<file path="src/rtl/tlp_rdtag_alloc_if.sv">
// Handshake bundle between the Avalon read slave / tx control / rx completion
// controller and the read-tag allocator.
interface tlp_rdtag_alloc_if;
  logic       RdReq_i;
  logic [9:0] RdByteCnt_i;
  logic       RdAck_o;
  logic       RdErr_o;
  logic       TxReq_o;
  logic [3:0] TxTag_o;
  logic [7:0] TxLenDw_o;
  logic       TxAck_i;
  logic       TagRelease_i;
  logic [4:0] OutstandingCnt_o;
  logic       TagsFull_o;
  logic       TagsEmpty_o;
  logic       ReleaseErr_o;

  // Allocator side.
  modport slave (
    input  RdReq_i,
    input  RdByteCnt_i,
    input  TxAck_i,
    input  TagRelease_i,
    output RdAck_o,
    output RdErr_o,
    output TxReq_o,
    output TxTag_o,
    output TxLenDw_o,
    output OutstandingCnt_o,
    output TagsFull_o,
    output TagsEmpty_o,
    output ReleaseErr_o
  );

  // Requester / tx / rx side.
  modport master (
    output RdReq_i,
    output RdByteCnt_i,
    output TxAck_i,
    output TagRelease_i,
    input  RdAck_o,
    input  RdErr_o,
    input  TxReq_o,
    input  TxTag_o,
    input  TxLenDw_o,
    input  OutstandingCnt_o,
    input  TagsFull_o,
    input  TagsEmpty_o,
    input  ReleaseErr_o
  );
endinterface

</file>
<file path="src/rtl/tlp_rdtag_alloc.sv">
// Read-tag allocator: hands out completion-buffer tags in ascending order and
// reclaims them in head-of-line order, stalling requests while all tags are in flight.
module tlp_rdtag_alloc #(
  parameter int unsigned TAG_NUM      = 16,
  parameter int unsigned MAX_RD_BYTES = 512
) (
  input logic              AvlClk_i,
  input logic              Rstn_i,
  tlp_rdtag_alloc_if.slave bus
);

  localparam logic [3:0] TagLast  = 4'(TAG_NUM - 1);
  localparam logic [4:0] TagCnt   = 5'(TAG_NUM);
  localparam logic [9:0] MaxBytes = 10'(MAX_RD_BYTES);

  typedef enum logic [1:0] {StIdle, StIssue, StAck} state_e;

  state_e     state_q, state_d;
  logic [3:0] alloc_ptr_q, alloc_ptr_d;
  logic [3:0] rel_ptr_q, rel_ptr_d;
  logic [4:0] cnt_q, cnt_d;
  logic [9:0] len_q, len_d;
  logic       err_q, err_d;
  logic       rel_err_q, rel_err_d;

  logic len_ok;
  logic tags_full;
  logic do_alloc;
  logic do_rel;

  function automatic logic [3:0] ptr_inc(input logic [3:0] p);
    return (p == TagLast) ? 4'd0 : p + 4'd1;
  endfunction

  assign len_ok    = (bus.RdByteCnt_i != '0) && (bus.RdByteCnt_i <= MaxBytes);
  assign tags_full = (cnt_q == TagCnt);
  assign do_alloc  = (state_q == StIssue) && bus.TxAck_i;
  // A release with nothing outstanding is dropped and only flags the error.
  assign do_rel    = bus.TagRelease_i && (cnt_q != '0);

  // State register
  always_ff @(posedge AvlClk_i or negedge Rstn_i) begin
    if (!Rstn_i) begin
      state_q <= StIdle;
    end else begin
      state_q <= state_d;
    end
  end

  // Next-state logic
  always_comb begin
    state_d = state_q;
    unique case (state_q)
      StIdle: begin
        if (bus.RdReq_i) begin
          if (!len_ok) begin
            state_d = StAck;
          end else if (!tags_full) begin
            state_d = StIssue;
          end
        end
      end
      StIssue: begin
        if (bus.TxAck_i) begin
          state_d = StAck;
        end
      end
      StAck:   state_d = StIdle;
      default: state_d = StIdle;
    endcase
  end

  // Tag pointers, occupancy and request latch
  always_comb begin
    alloc_ptr_d = do_alloc ? ptr_inc(alloc_ptr_q) : alloc_ptr_q;
    rel_ptr_d   = do_rel ? ptr_inc(rel_ptr_q) : rel_ptr_q;

    cnt_d = cnt_q;
    if (do_alloc && !do_rel) begin
      cnt_d = cnt_q + 5'd1;
    end else if (!do_alloc && do_rel) begin
      cnt_d = cnt_q - 5'd1;
    end

    len_d = len_q;
    err_d = err_q;
    if ((state_q == StIdle) && bus.RdReq_i) begin
      err_d = !len_ok;
      if (len_ok && !tags_full) begin
        len_d = bus.RdByteCnt_i;
      end
    end

    rel_err_d = rel_err_q | (bus.TagRelease_i && (cnt_q == '0));
  end

  always_ff @(posedge AvlClk_i or negedge Rstn_i) begin
    if (!Rstn_i) begin
      alloc_ptr_q <= '0;
      rel_ptr_q   <= '0;
      cnt_q       <= '0;
      len_q       <= '0;
      err_q       <= 1'b0;
      rel_err_q   <= 1'b0;
    end else begin
      alloc_ptr_q <= alloc_ptr_d;
      rel_ptr_q   <= rel_ptr_d;
      cnt_q       <= cnt_d;
      len_q       <= len_d;
      err_q       <= err_d;
      rel_err_q   <= rel_err_d;
    end
  end

  // Outputs decoded from state and registers only
  always_comb begin
    bus.TxReq_o   = 1'b0;
    bus.TxTag_o   = '0;
    bus.TxLenDw_o = '0;
    bus.RdAck_o   = 1'b0;
    bus.RdErr_o   = 1'b0;
    unique case (state_q)
      StIssue: begin
        bus.TxReq_o   = 1'b1;
        bus.TxTag_o   = alloc_ptr_q;
        bus.TxLenDw_o = 8'((len_q + 10'd3) >> 2);
      end
      StAck: begin
        bus.RdAck_o = 1'b1;
        bus.RdErr_o = err_q;
      end
      default: ;
    endcase
  end

  assign bus.OutstandingCnt_o = cnt_q;
  assign bus.TagsFull_o       = tags_full;
  assign bus.TagsEmpty_o      = (cnt_q == '0);
  assign bus.ReleaseErr_o     = rel_err_q;

endmodule
</file>
<file path="src/flat_wrapper.sv">
// flat-port wrapper written by rule: the top's interface ports become plain ports
module tlp_rdtag_alloc_flat 
#(
  parameter int unsigned TAG_NUM      = 16,
  parameter int unsigned MAX_RD_BYTES = 512
)
  (AvlClk_i, Rstn_i, bus_RdReq_i, bus_RdByteCnt_i, bus_TxAck_i, bus_TagRelease_i, bus_RdAck_o, bus_RdErr_o, bus_TxReq_o, bus_TxTag_o, bus_TxLenDw_o, bus_OutstandingCnt_o, bus_TagsFull_o, bus_TagsEmpty_o, bus_ReleaseErr_o);
  tlp_rdtag_alloc_if bus_i ();
  input logic AvlClk_i;
  input logic Rstn_i;
  input wire logic [$bits(bus_i.RdReq_i)-1:0] bus_RdReq_i;
  input wire logic [$bits(bus_i.RdByteCnt_i)-1:0] bus_RdByteCnt_i;
  input wire logic [$bits(bus_i.TxAck_i)-1:0] bus_TxAck_i;
  input wire logic [$bits(bus_i.TagRelease_i)-1:0] bus_TagRelease_i;
  output wire logic [$bits(bus_i.RdAck_o)-1:0] bus_RdAck_o;
  output wire logic [$bits(bus_i.RdErr_o)-1:0] bus_RdErr_o;
  output wire logic [$bits(bus_i.TxReq_o)-1:0] bus_TxReq_o;
  output wire logic [$bits(bus_i.TxTag_o)-1:0] bus_TxTag_o;
  output wire logic [$bits(bus_i.TxLenDw_o)-1:0] bus_TxLenDw_o;
  output wire logic [$bits(bus_i.OutstandingCnt_o)-1:0] bus_OutstandingCnt_o;
  output wire logic [$bits(bus_i.TagsFull_o)-1:0] bus_TagsFull_o;
  output wire logic [$bits(bus_i.TagsEmpty_o)-1:0] bus_TagsEmpty_o;
  output wire logic [$bits(bus_i.ReleaseErr_o)-1:0] bus_ReleaseErr_o;
  assign bus_i.RdReq_i = bus_RdReq_i;
  assign bus_i.RdByteCnt_i = bus_RdByteCnt_i;
  assign bus_i.TxAck_i = bus_TxAck_i;
  assign bus_i.TagRelease_i = bus_TagRelease_i;
  assign bus_RdAck_o = bus_i.RdAck_o;
  assign bus_RdErr_o = bus_i.RdErr_o;
  assign bus_TxReq_o = bus_i.TxReq_o;
  assign bus_TxTag_o = bus_i.TxTag_o;
  assign bus_TxLenDw_o = bus_i.TxLenDw_o;
  assign bus_OutstandingCnt_o = bus_i.OutstandingCnt_o;
  assign bus_TagsFull_o = bus_i.TagsFull_o;
  assign bus_TagsEmpty_o = bus_i.TagsEmpty_o;
  assign bus_ReleaseErr_o = bus_i.ReleaseErr_o;
  tlp_rdtag_alloc #(.TAG_NUM(TAG_NUM), .MAX_RD_BYTES(MAX_RD_BYTES)) u_core (.AvlClk_i(AvlClk_i), .Rstn_i(Rstn_i), .bus(bus_i));
endmodule
</file>
<file path="config.mk">
export PLATFORM = sky130hd
export DESIGN_NAME = tlp_rdtag_alloc_flat
export DESIGN_NICKNAME = d
export VERILOG_FILES = /design/src/rtl/tlp_rdtag_alloc_if.sv /design/src/rtl/tlp_rdtag_alloc.sv /design/src/flat_wrapper.sv
export SDC_FILE = /design/constraint.sdc
export NUM_CORES = 1
export LEC_CHECK = 0
export ABC_AREA = 1
export BUFFER_PORTS_ARGS = -buffer_cell sky130_fd_sc_hd__buf_2
export CORE_ASPECT_RATIO = 0.8
export CORE_MARGIN = 5
export CORE_UTILIZATION = 45
export DETAILED_ROUTE_END_ITERATION = 8
export PLACE_DENSITY = 0.7
export SYNTH_ARGS = -nofsm -noshare
export SYNTH_HDL_FRONTEND = slang
export SYNTH_SLANG_ARGS = --single-unit
</file>
<file path="constraint.sdc">
create_clock -name AvlClk_i -period 5.72 [get_ports AvlClk_i]
set_clock_uncertainty 0.2 [all_clocks]
set_input_delay 0.858 -clock AvlClk_i [delete_from_list [all_inputs] [get_ports AvlClk_i]]
set_output_delay 0.858 -clock AvlClk_i [all_outputs]
set_load 0.01 [all_outputs]
</file>
==> results of run 1 <==
[cell families after synthesis]
logic type	after synthesis	share of synthesized area [%]
fa+ha+maj	6	5.43
simple gates	106	36.3
compound gates	24	9.62
xor+xnor	5	2.88
flops	23	37.8
buf+inv	26	7.90
[worst max-delay path: cells and delay by family (launching register included)]
kind	cells	cell delay, ps
and+or+nand+nor	3	550
AOI/OAI and AO/OA	1	170
buffers and inverters	1	130
DFF	1	410
[layer usage]
| metal | vias to the layer above | global-route usage, % |
|---|---|---|
| li1 | 691 | - |
| met1 | 573 | 24.0 |
| met2 | 30 | 22.0 |
| met3 | 0 | 3.05 |
| met4 | 0 | 3.81 |
| met5 | - | 0 |
[worst paths after layout]
check                                         from                        endpoint  slack, ps  cells after the start
min in group asynchronous                   Rstn_i  u_core.bus.OutstandingCnt_o[0]        350                      1
setup / recovery                   u_core.len_q[0]                bus_TxLenDw_o[5]       3150                      5
hold / removal             u_core.bus.ReleaseErr_o         u_core.bus.ReleaseErr_o        270                      1
max in group asynchronous                   Rstn_i           u_core.alloc_ptr_q[0]       4620                      1
setup reg to reg                 u_core.state_q[0]  u_core.bus.OutstandingCnt_o[4]       3230                     13
hold reg to reg            u_core.bus.ReleaseErr_o         u_core.bus.ReleaseErr_o        270                      1
[power breakdown]
group,leakage [µW],internal (µW),switching [µW]
combinational,0.000623,167,248
sequential,0.000279,241,83.6
clock,0.0000228,49.6,47.5
[cells in the mapped netlist (2+ instances only)]
cell type,instances
nand2_1,36
nor2_1,24
dfrtp_1,23
inv_1,19
nand2_2,11
nand4_1,11
o21ai_0,9
nor2_2,7
a21oi_1,5
ha_1,5
nor3_1,4
xor2_1,4
nand3_1,3
nor2_4,3
and3_1,2
buf_6,2
inv_2,2
nand3_2,2
[sequential cells by signal, indices dropped and copies added, names as in the netlist]
signal,flops
u_core.alloc_ptr_q,4
u_core.len_q,10
u_core.bus.ReleaseErr_o,1
u_core.bus.OutstandingCnt_o,5
u_core.state_q,2
u_core.err_q,1
[metrics by stage]
step           area [µm²]  cells  setup slack (ps)
2_1_floorplan        1520    190              3190
3_3_place_gp         1720    263              2960
3_5_place_dp         1720    263              2930
4_1_cts              1770    267              3130
5_1_grt              1770    267              3020
6_report             1770    267              3150
[area by class of cell]
type / count / area, µm² / share of cell area (%)
Inverter: 22 / 85.1 / 4.82
Timing Repair Buffer: 37 / 185 / 10.5
Tap cell: 40 / 50.0 / 2.83
Clock buffer: 4 / 45.0 / 2.55
Multi-Input combinational cell: 141 / 826 / 46.7
Sequential cell: 23 / 576 / 32.6
==> reports/qor.txt, run 1 <==
Status -> finished clean
Vias per inst -> 4.85
Initial drt markers -> 54
Final worst-path cycle share -> 45.0%
TritonCTS buffer count -> 3
CP max stage delay -> 410 ps
Leakage -> 0.000925 µW
Min cycle time layout -> 2570 ps
Port bufs -> 37
Core area -> 3180 µm²
Routability cong. -> 0.781
Area Overhead vs Synth -> 16.1%
Commonest cells after routing, fill and taps aside -> buf_2 (37), nand2_1 (36), nor2_1 (24), dfrtp_1 (23), inv_1 (19)
Num rows -> 18
Asr flop ratio synth -> 100%
Endpoint type of the worst setup path -> output pin
Initial antenna violation count -> 0
Data required, critical path -> 4660 ps
Wire length on met1 -> 1670 µm
Mapped Area -> 1520 µm²
RSZ-0062 raised after global routing -> false
Finished Core Util -> 55.6%
Latest clock arrival within the worst-skew pair -> 260 ps
Routed Antenna Nets -> 0
Setup_tns -> 0 ps
Share of cells above drive strength 1 -> 31.7%
First-pass GRT wire length -> 5510 µm
Post-CTS Setup Bufs -> 0
Area leader, netlist -> dfrtp_1
Post-synth EDFFs -> 0
Area of the die -> 4650 µm²
Pre-antenna DRT Iters -> 4
Seq/Total Area, Yosys -> 37.8%
Syn. warnings -> 0
Max clock buf depth -> 2
IO Count -> 38
Relative slew slack -> 66.5%
Number of buffers added to fix hold violations after cts -> 0
Final-layout fill cell count -> 316
Yosys cell types -> 36
FF+latch count, synth -> 23
Uppermost layer routed -> met3
Post-CTS sizing -> 0
DRC Markers -> 0
Final hold violations -> 0
Nets -> 249
WL met3 -> 158 µm
Clock transition at path regs -> 70 ps
Fmax -> 389 MHz
Die span in y -> 62.0 µm
DR vias -> 1,294
Dpl hpwl -> 2570 µm
GRT Total Usage -> 15.5%
CP Launch Type -> flop
Slowest stage cell, crit path -> dfrtp_1
Hold Worst Slack -> 266 ps
Pin count of the biggest net entering global routing -> 24
CP max FO -> 4
Mapped Avg Cell Area -> 8.01 µm²
VDD IR max -> 0.226 mV
Max-cap violations -> 0
GRT overflow -> 0
WS Path Type -> reg2out
H-tree depth -> 1
Slew @ Worst Pin -> 502 ps
Commonest non-fill, non-tap cell in the layout -> buf_2
Wire per inst -> 11.8 µm
Top FF cell, synth -> dfrtp_1
Synthesized net count -> 211
Cells after Synth -> 190
Yosys top cell area share -> 37.8%
Die width -> 75.0 µm
Pwr dens -> 473 nW/µm²
CTS tree -> yes
Root buf cell -> clkbuf_8
Worst min path class -> reg2reg
Drt total wl -> 3150 µm
Initial Utilization -> 47.9%
Worst Path Arrival -> 1510 ps
Total clock sinks -> 23
Synth area leaders -> dfrtp_1 (38%), nand2_1 (8.9%), nor2_1 (5.9%), inv_1 (4.7%), nand2_2 (4.5%)
Vias in the first global route -> 1,227
Overall power -> 836 µW
Met2 Wirelength -> 1320 µm
Inserted Diodes -> 0
Final setup fails -> 0
Fin. max-slew vios -> 0
Crit path cell chain -> nor2_1, nor3b_2, and3_1, o21a_1, buf_2
Note: power is estimated with default switching activity, not from simulation.
==> run 2: changes to the inputs <==
--- a/config.mk
+++ b/config.mk
@@ -11,7 +11,7 @@
 export CORE_MARGIN = 5
 export CORE_UTILIZATION = 45
 export DETAILED_ROUTE_END_ITERATION = 8
-export PLACE_DENSITY = 0.7
+export PLACE_DENSITY = 0.73
 export SYNTH_ARGS = -nofsm -noshare
 export SYNTH_HDL_FRONTEND = slang
 export SYNTH_SLANG_ARGS = --single-unit
==> constraint.sdc (replaced) <==
create_clock -name AvlClk_i -period 2.1 [get_ports AvlClk_i]
set_clock_uncertainty 0.2 [all_clocks]
set_input_delay 0.315 -clock AvlClk_i [delete_from_list [all_inputs] [get_ports AvlClk_i]]
set_output_delay 0.315 -clock AvlClk_i [all_outputs]
set_load 0.01 [all_outputs]
==> reports/qor.txt, run 2 (synthesis gave the netlist of run 1 again) <==
Pin count of the biggest net entering global routing -> 24 (unchanged)
Area of the die -> 4650 µm² (unchanged)
Commonest cells after routing, fill and taps aside -> buf_2 (37), nand2_1 (33), nor2_1 (22), dfrtp_1 (22), inv_1 (18)
Initial drt markers -> 73 (+35%)
Worst reg-to-reg setup slack -> -70 ps (-3300 ps)
Hold Worst Slack -> 76.2 ps (-190 ps)
Reg2reg start -> u_core.bus.OutstandingCnt_o[1]
Routability cong. -> 0.792 (+1.3%)
Die width -> 75.0 µm (unchanged)
Finished Cell Area -> 1960 µm² (+11%)
Setup ws final -> -72.0 ps (-3220 ps)
Max clock buf depth -> 2 (unchanged)
Initial antenna violation count -> 0 (unchanged)
WS Path Type -> reg2reg
Area Overhead vs Synth -> 28.9%
Inserted Diodes -> 0 (unchanged)
GRT Total Usage -> 16.6% (+1.1 points)
Crit path capture -> u_core.bus.OutstandingCnt_o[4]
Num rows -> 18 (unchanged)
Leakage -> 0.00101 µW (+8.9%)
Cell Area, Placed -> 1840 µm² (+6.8%)
DRC Markers -> 0 (unchanged)
Reg2reg end -> u_core.bus.OutstandingCnt_o[4]
Root buf cell -> clkbuf_8
DR vias -> 1,392 (+7.6%)
GRT overflow -> 0 (unchanged)
CP max FO -> 4 (unchanged)
Max-cap violations -> 0 (unchanged)
Total clock sinks -> 23 (unchanged)
Final hold violations -> 0 (unchanged)
Pwr dens -> 1320 nW/µm² (+180%)
CTS tree -> yes
Vias in the first global route -> 1,262 (+2.9%)
VDD IR max -> 0.720 mV (+220%)
Commonest non-fill, non-tap cell in the layout -> buf_2
Critical path startpoint -> u_core.bus.OutstandingCnt_o[1]
Dpl hpwl -> 2680 µm (+4.3%)
Initial Utilization -> 47.9% (unchanged)
Worst Path Arrival -> 2170 ps (+660 ps)
Nets -> 264 (+6.0%)
Drt total wl -> 3460 µm (+9.9%)
Latest clock arrival within the worst-skew pair -> 260 ps (about the same)
Final setup fails -> 1 (+1)
# placed instances -> 276 (+4.9%)
Routed Antenna Nets -> 0 (unchanged)
IO Count -> 38 (unchanged)
Vias per inst -> 4.94 (+1.9%)
Fmax -> 460 MHz
Status -> finished with violations
Slew @ Worst Pin -> 511 ps (+8.26 ps)
Clock transition at path regs -> 80 ps (about the same)
Min cycle time layout -> 2170 ps
Max reg flops -> 10 (unchanged)
RSZ-0062 raised after global routing -> true
Endpoint type of the worst setup path -> flop
Worst min path class -> in2reg
Largest register by flop count -> u_core.len_q
Port bufs -> 37 (unchanged)
Pre-antenna DRT Iters -> 4 (unchanged)
CP Launch Type -> flop
Fin. max-slew vios -> 0 (unchanged)
Data required, critical path -> 2100 ps (-2560 ps)
FF-to-FF path depth -> 12 (-1)
Finished Layout Cells -> 282 (+5.6%)
Final-layout fill cell count -> 291 (-7.9%)
First-pass GRT wire length -> 5890 µm (+7.0%)
Share of cells above drive strength 1 -> 41.7% (+10 points)
Final worst-path cycle share -> 103%
TritonCTS buffer count -> 3 (unchanged)
Die span in y -> 62.0 µm (unchanged)
Failing checks -> negative setup slack
Wire per inst -> 12.3 µm (+4.1%)
Relative slew slack -> 66.0% (-0.55 points)
Core area -> 3180 µm² (unchanged)
H-tree depth -> 1 (unchanged)
## run 2: changes by cell type in the layout (fill, tap and decap cells not counted), moves of 2 or more
cell     previous run  this run
ha_4                0         2
ha_1                5         3
nor2_1             24        22
nand2_2            11        14
a21oi_1             5         3
buf_4               0        14
o21ai_0             9         7
a21oi_2             1         3
nand2_1            36        33
## run 2: cell type report
type                    count  area (µm²)  area share (%)
multi-input cells         141         901            45.9
flip-flops and latches     23         577            29.4
repair buffers             52         300            15.3
inverters                  22        87.6            4.46
well taps                  40        50.0            2.55
clock buffers               3        41.3            2.10
clock inverters             1        5.00           0.255
## run 2: timing repair
action	CTS	global route
setup endpoints to repair	2	5
gates resized for setup	6	9
endpoints found under the hold margin	23	0
hold buffers	1	0
pin swaps	0	2
buffers inserted	0	1
## run 2: worst min path at each step
stage / startpoint / end / slack [ps] / cells past startpoint
6_report: bus_TxAck_i / u_core.state_q[0] / 80 / 2
5_1_grt: bus_TxAck_i / u_core.state_q[0] / 90 / 2
4_1_cts: bus_TxAck_i / u_core.state_q[0] / 80 / 2
3_5_place_dp: Rstn_i / u_core.len_q[7] / 120 / 1
3_3_place_gp: Rstn_i / u_core.len_q[7] / 120 / 1
2_1_floorplan: Rstn_i / u_core.alloc_ptr_q[0] / -180 / 0
## run 2: metrics by stage
stage	util, %	worst slack [ps]	setup TNS [ps]	power [µW]
after floorplan	-	-99.3	-104	1720
after global placement	57.9	-22.4	-22.4	2170
after detailed placement	57.9	-148	-222	2200
after CTS	60.0	-55.6	-55.6	2510
after global routing	61.8	-253	-348	2850
final	61.8	-72.0	-72.0	2590
## run 2: critical path, stage by stage, from the launching register on
cell and delay (ps):
dfrtp_2 410, nor2_2 110, nand3_2 100, o21ai_4 170, ha_4 170, inv_4 50, fa_2 350, nand2_2 90
nand2_2 50, a21oi_2 120, xor2_1 150, nand2_1 60, o21ai_1 70
## run 2: where the power goes
part	switching, µW	internal [µW]
Clock	144	133
Combinational	824	654
Sequential	179	658
## run 2: metal layers
metal  wire length [µm]  GRT usage [%]  vias to the layer above
met3                170           3.54                        2
met2               1630           27.5                       23
met1               1650           23.1                      643
met4                 10           2.28                        0
met5                  0              0                        -
li1                   -              -                      724
==> run 3: changes to the inputs <==
--- a/config.mk
+++ b/config.mk
@@ -12,6 +12,7 @@
 export CORE_UTILIZATION = 45
 export DETAILED_ROUTE_END_ITERATION = 8
 export PLACE_DENSITY = 0.73
+export SKIP_LAST_GASP = 1
 export SYNTH_ARGS = -nofsm -noshare
 export SYNTH_HDL_FRONTEND = slang
 export SYNTH_SLANG_ARGS = --single-unit
==> reports/qor.txt, run 3 (synthesis gave the netlist of run 1 again) <==
Status -> finished with violations
Failing checks -> negative setup slack
Worst Path Arrival -> 2180 ps (about the same)
Met2 Wirelength -> 1590 µm (-2.5%)
Final setup fails -> 1 (unchanged)
Register area -> 577 µm² (unchanged)
Crit path cell chain -> nor2_2, nand3_2, o21ai_4, ha_4, inv_2, fa_2, nand2_2, nand2_1, a21oi_2, xor2_1, nand2_1, o21ai_0
CP max stage delay -> 420 ps (about the same)
Max clock buf depth -> 2 (unchanged)
Worst min path class -> in2reg
Total clock sinks -> 23 (unchanged)
Delay-heaviest family, CP -> adder cells
Initial antenna violation count -> 0 (unchanged)
Hold endpoint -> u_core.state_q[0]
FF-to-FF path depth -> 12 (unchanged)
Cell mode on critical path -> nand2_1
Reg2reg end -> u_core.bus.OutstandingCnt_o[4]
Num rows -> 18 (unchanged)
Min cycle time layout -> 2180 ps (+12.0 ps)
Setup WS pre-CTS -> -148 ps (unchanged)
Max-cap violations -> 0 (unchanged)
Routed Antenna Nets -> 0 (unchanged)
Data required, critical path -> 2090 ps (about the same)
Commonest non-fill, non-tap cell in the layout -> buf_2
Slew @ Worst Pin -> 510 ps (-0.570 ps)
Port bufs -> 37 (unchanged)
Hold Path Cell Cnt -> 2 (unchanged)
Finished Core Util -> 60.9% (-0.87 points)
Core area -> 3180 µm² (unchanged)
Final worst-path cycle share -> 104% (+0.57 points)
Routability cong. -> 0.792 (unchanged)
Final hold violations -> 0 (unchanged)
Initial drt markers -> 71 (-2.7%)
Final-layout fill cell count -> 298 (+2.4%)
IO Count -> 38 (unchanged)
Drt total wl -> 3410 µm (-1.4%)
Relative slew slack -> 66.0% (about the same)
Dpl hpwl -> 2680 µm (unchanged)
CP max FO -> 4 (unchanged)
Worst reg-to-reg setup slack -> -80 ps (about the same)
GRT Total Usage -> 16.3% (-0.31 points)
CTS tree -> yes
Fmax -> 458 MHz (-0.55%)
Max reg flops -> 10 (unchanged)
Reg2reg start -> u_core.bus.OutstandingCnt_o[1]
Slowest stage cell, crit path -> dfrtp_2
Hold Crit Start -> bus_TxAck_i
Vias per inst -> 4.89 (-0.93%)
Uppermost layer routed -> met4
Wire length on met1 -> 1640 µm (-0.61%)
Fin. max-slew vios -> 0 (unchanged)
Area Overhead vs Synth -> 27.1%
Endpoint type of the worst setup path -> flop
Setup ws final -> -84.0 ps (-12.0 ps)
DRC Markers -> 0 (unchanged)
Die width -> 75.0 µm (unchanged)
Latest clock arrival within the worst-skew pair -> 260 ps (about the same)
Footprint of the multi-input gates -> 876 µm² (-2.8%)
Largest register by flop count -> u_core.len_q
Overall power -> 2530 µW (-2.4%)
Root buf cell -> clkbuf_8
Pre-antenna DRT Iters -> 4 (unchanged)
H-tree depth -> 1 (unchanged)
Commonest cells after routing, fill and taps aside -> buf_2 (37), nand2_1 (35), nor2_1 (22), dfrtp_1 (22), inv_1 (18)
RSZ-0062 raised after global routing -> true
Area of the die -> 4650 µm² (unchanged)
Pin count of the biggest net entering global routing -> 24 (unchanged)
Vias in the first global route -> 1,243 (-1.5%)
Clock transition at path regs -> 80 ps (about the same)
Wire per inst -> 12.1 µm (-1.4%)
Leakage -> 0.000999 µW (-0.78%)
WL met3 -> 170 µm (unchanged)
Share of cells above drive strength 1 -> 40.5% (-1.2 points)
Die span in y -> 62.0 µm (unchanged)
DR vias -> 1,379 (-0.93%)
GRT overflow -> 0 (unchanged)
Initial Utilization -> 47.9% (unchanged)
First-pass GRT wire length -> 5780 µm (-1.9%)
Setup_tns -> -84.0 ps (-12.0 ps)
Nets -> 264 (unchanged)
Buf/Inv on CP -> 1 (unchanged)
WS Path Type -> reg2reg
TritonCTS buffer count -> 3 (unchanged)
CP Launch Type -> flop
VDD IR max -> 0.672 mV (-6.6%)
Pwr dens -> 1310 nW/µm² (-0.99%)
Inserted Diodes -> 0 (unchanged)
run 3: layer usage:
layer,global-route usage [%],vias up
met5,0,-
met4,2.28,0
met3,3.54,2
met2,26.6,23
met1,23.0,629
li1,-,725
run 3: worst max path at each step:
stage	from	to	slack [ps]	cells past startpoint
2_1_floorplan	u_core.state_q[0]	u_core.bus.OutstandingCnt_o[4]	-100	13
3_3_place_gp	u_core.bus.OutstandingCnt_o[1]	u_core.bus.OutstandingCnt_o[4]	-20	12
3_5_place_dp	u_core.bus.OutstandingCnt_o[1]	u_core.bus.OutstandingCnt_o[4]	-150	12
4_1_cts	u_core.bus.OutstandingCnt_o[1]	u_core.bus.OutstandingCnt_o[4]	-80	12
5_1_grt	u_core.bus.OutstandingCnt_o[1]	u_core.bus.OutstandingCnt_o[4]	-280	12
6_report	u_core.bus.OutstandingCnt_o[1]	u_core.bus.OutstandingCnt_o[4]	-80	12
run 3: repair_timing:
| action | 4_1_cts | 5_1_grt |
|---|---|---|
| hold endpoints to repair | 23 | 0 |
| hold buffers | 1 | 0 |
| buffers inserted | 0 | 1 |
| gates resized for setup | 2 | 7 |
| endpoints found under the setup margin | 2 | 5 |
| pin swaps | 0 | 2 |
run 3: power breakdown:
group / internal, µW / switching [µW]
logic: 620 / 797
registers: 658 / 180
clock network: 133 / 144
total: 1410 / 1120
run 3: layout make-up:
class / count / area share [%]
multi-input cells: 141 / 45.3
inverters: 22 / 4.40
clock inverters: 1 / 0.259
repair buffers: 52 / 15.5
clock buffers: 3 / 2.13
flip-flops and latches: 23 / 29.8
well taps: 40 / 2.59
run 3: through the flow:
stage	hold WS (ps)	instance area, µm²	instances
finish	76.4	1930	282
global route	88.3	1930	282
CTS	77.5	1900	281
detailed placement	119	1840	276
global placement	116	1840	276
floorplan	-181	1540	190
run 3: worst reg2reg max path, cell delays in order (launching register included):
cell     delay [ps]
dfrtp_2         420
nor2_2          110
nand3_2         100
o21ai_4         190
ha_4            160
inv_2            50
fa_2            350
nand2_2          80
nand2_1          60
a21oi_2         120
xor2_1          150
nand2_1          60
o21ai_0          60
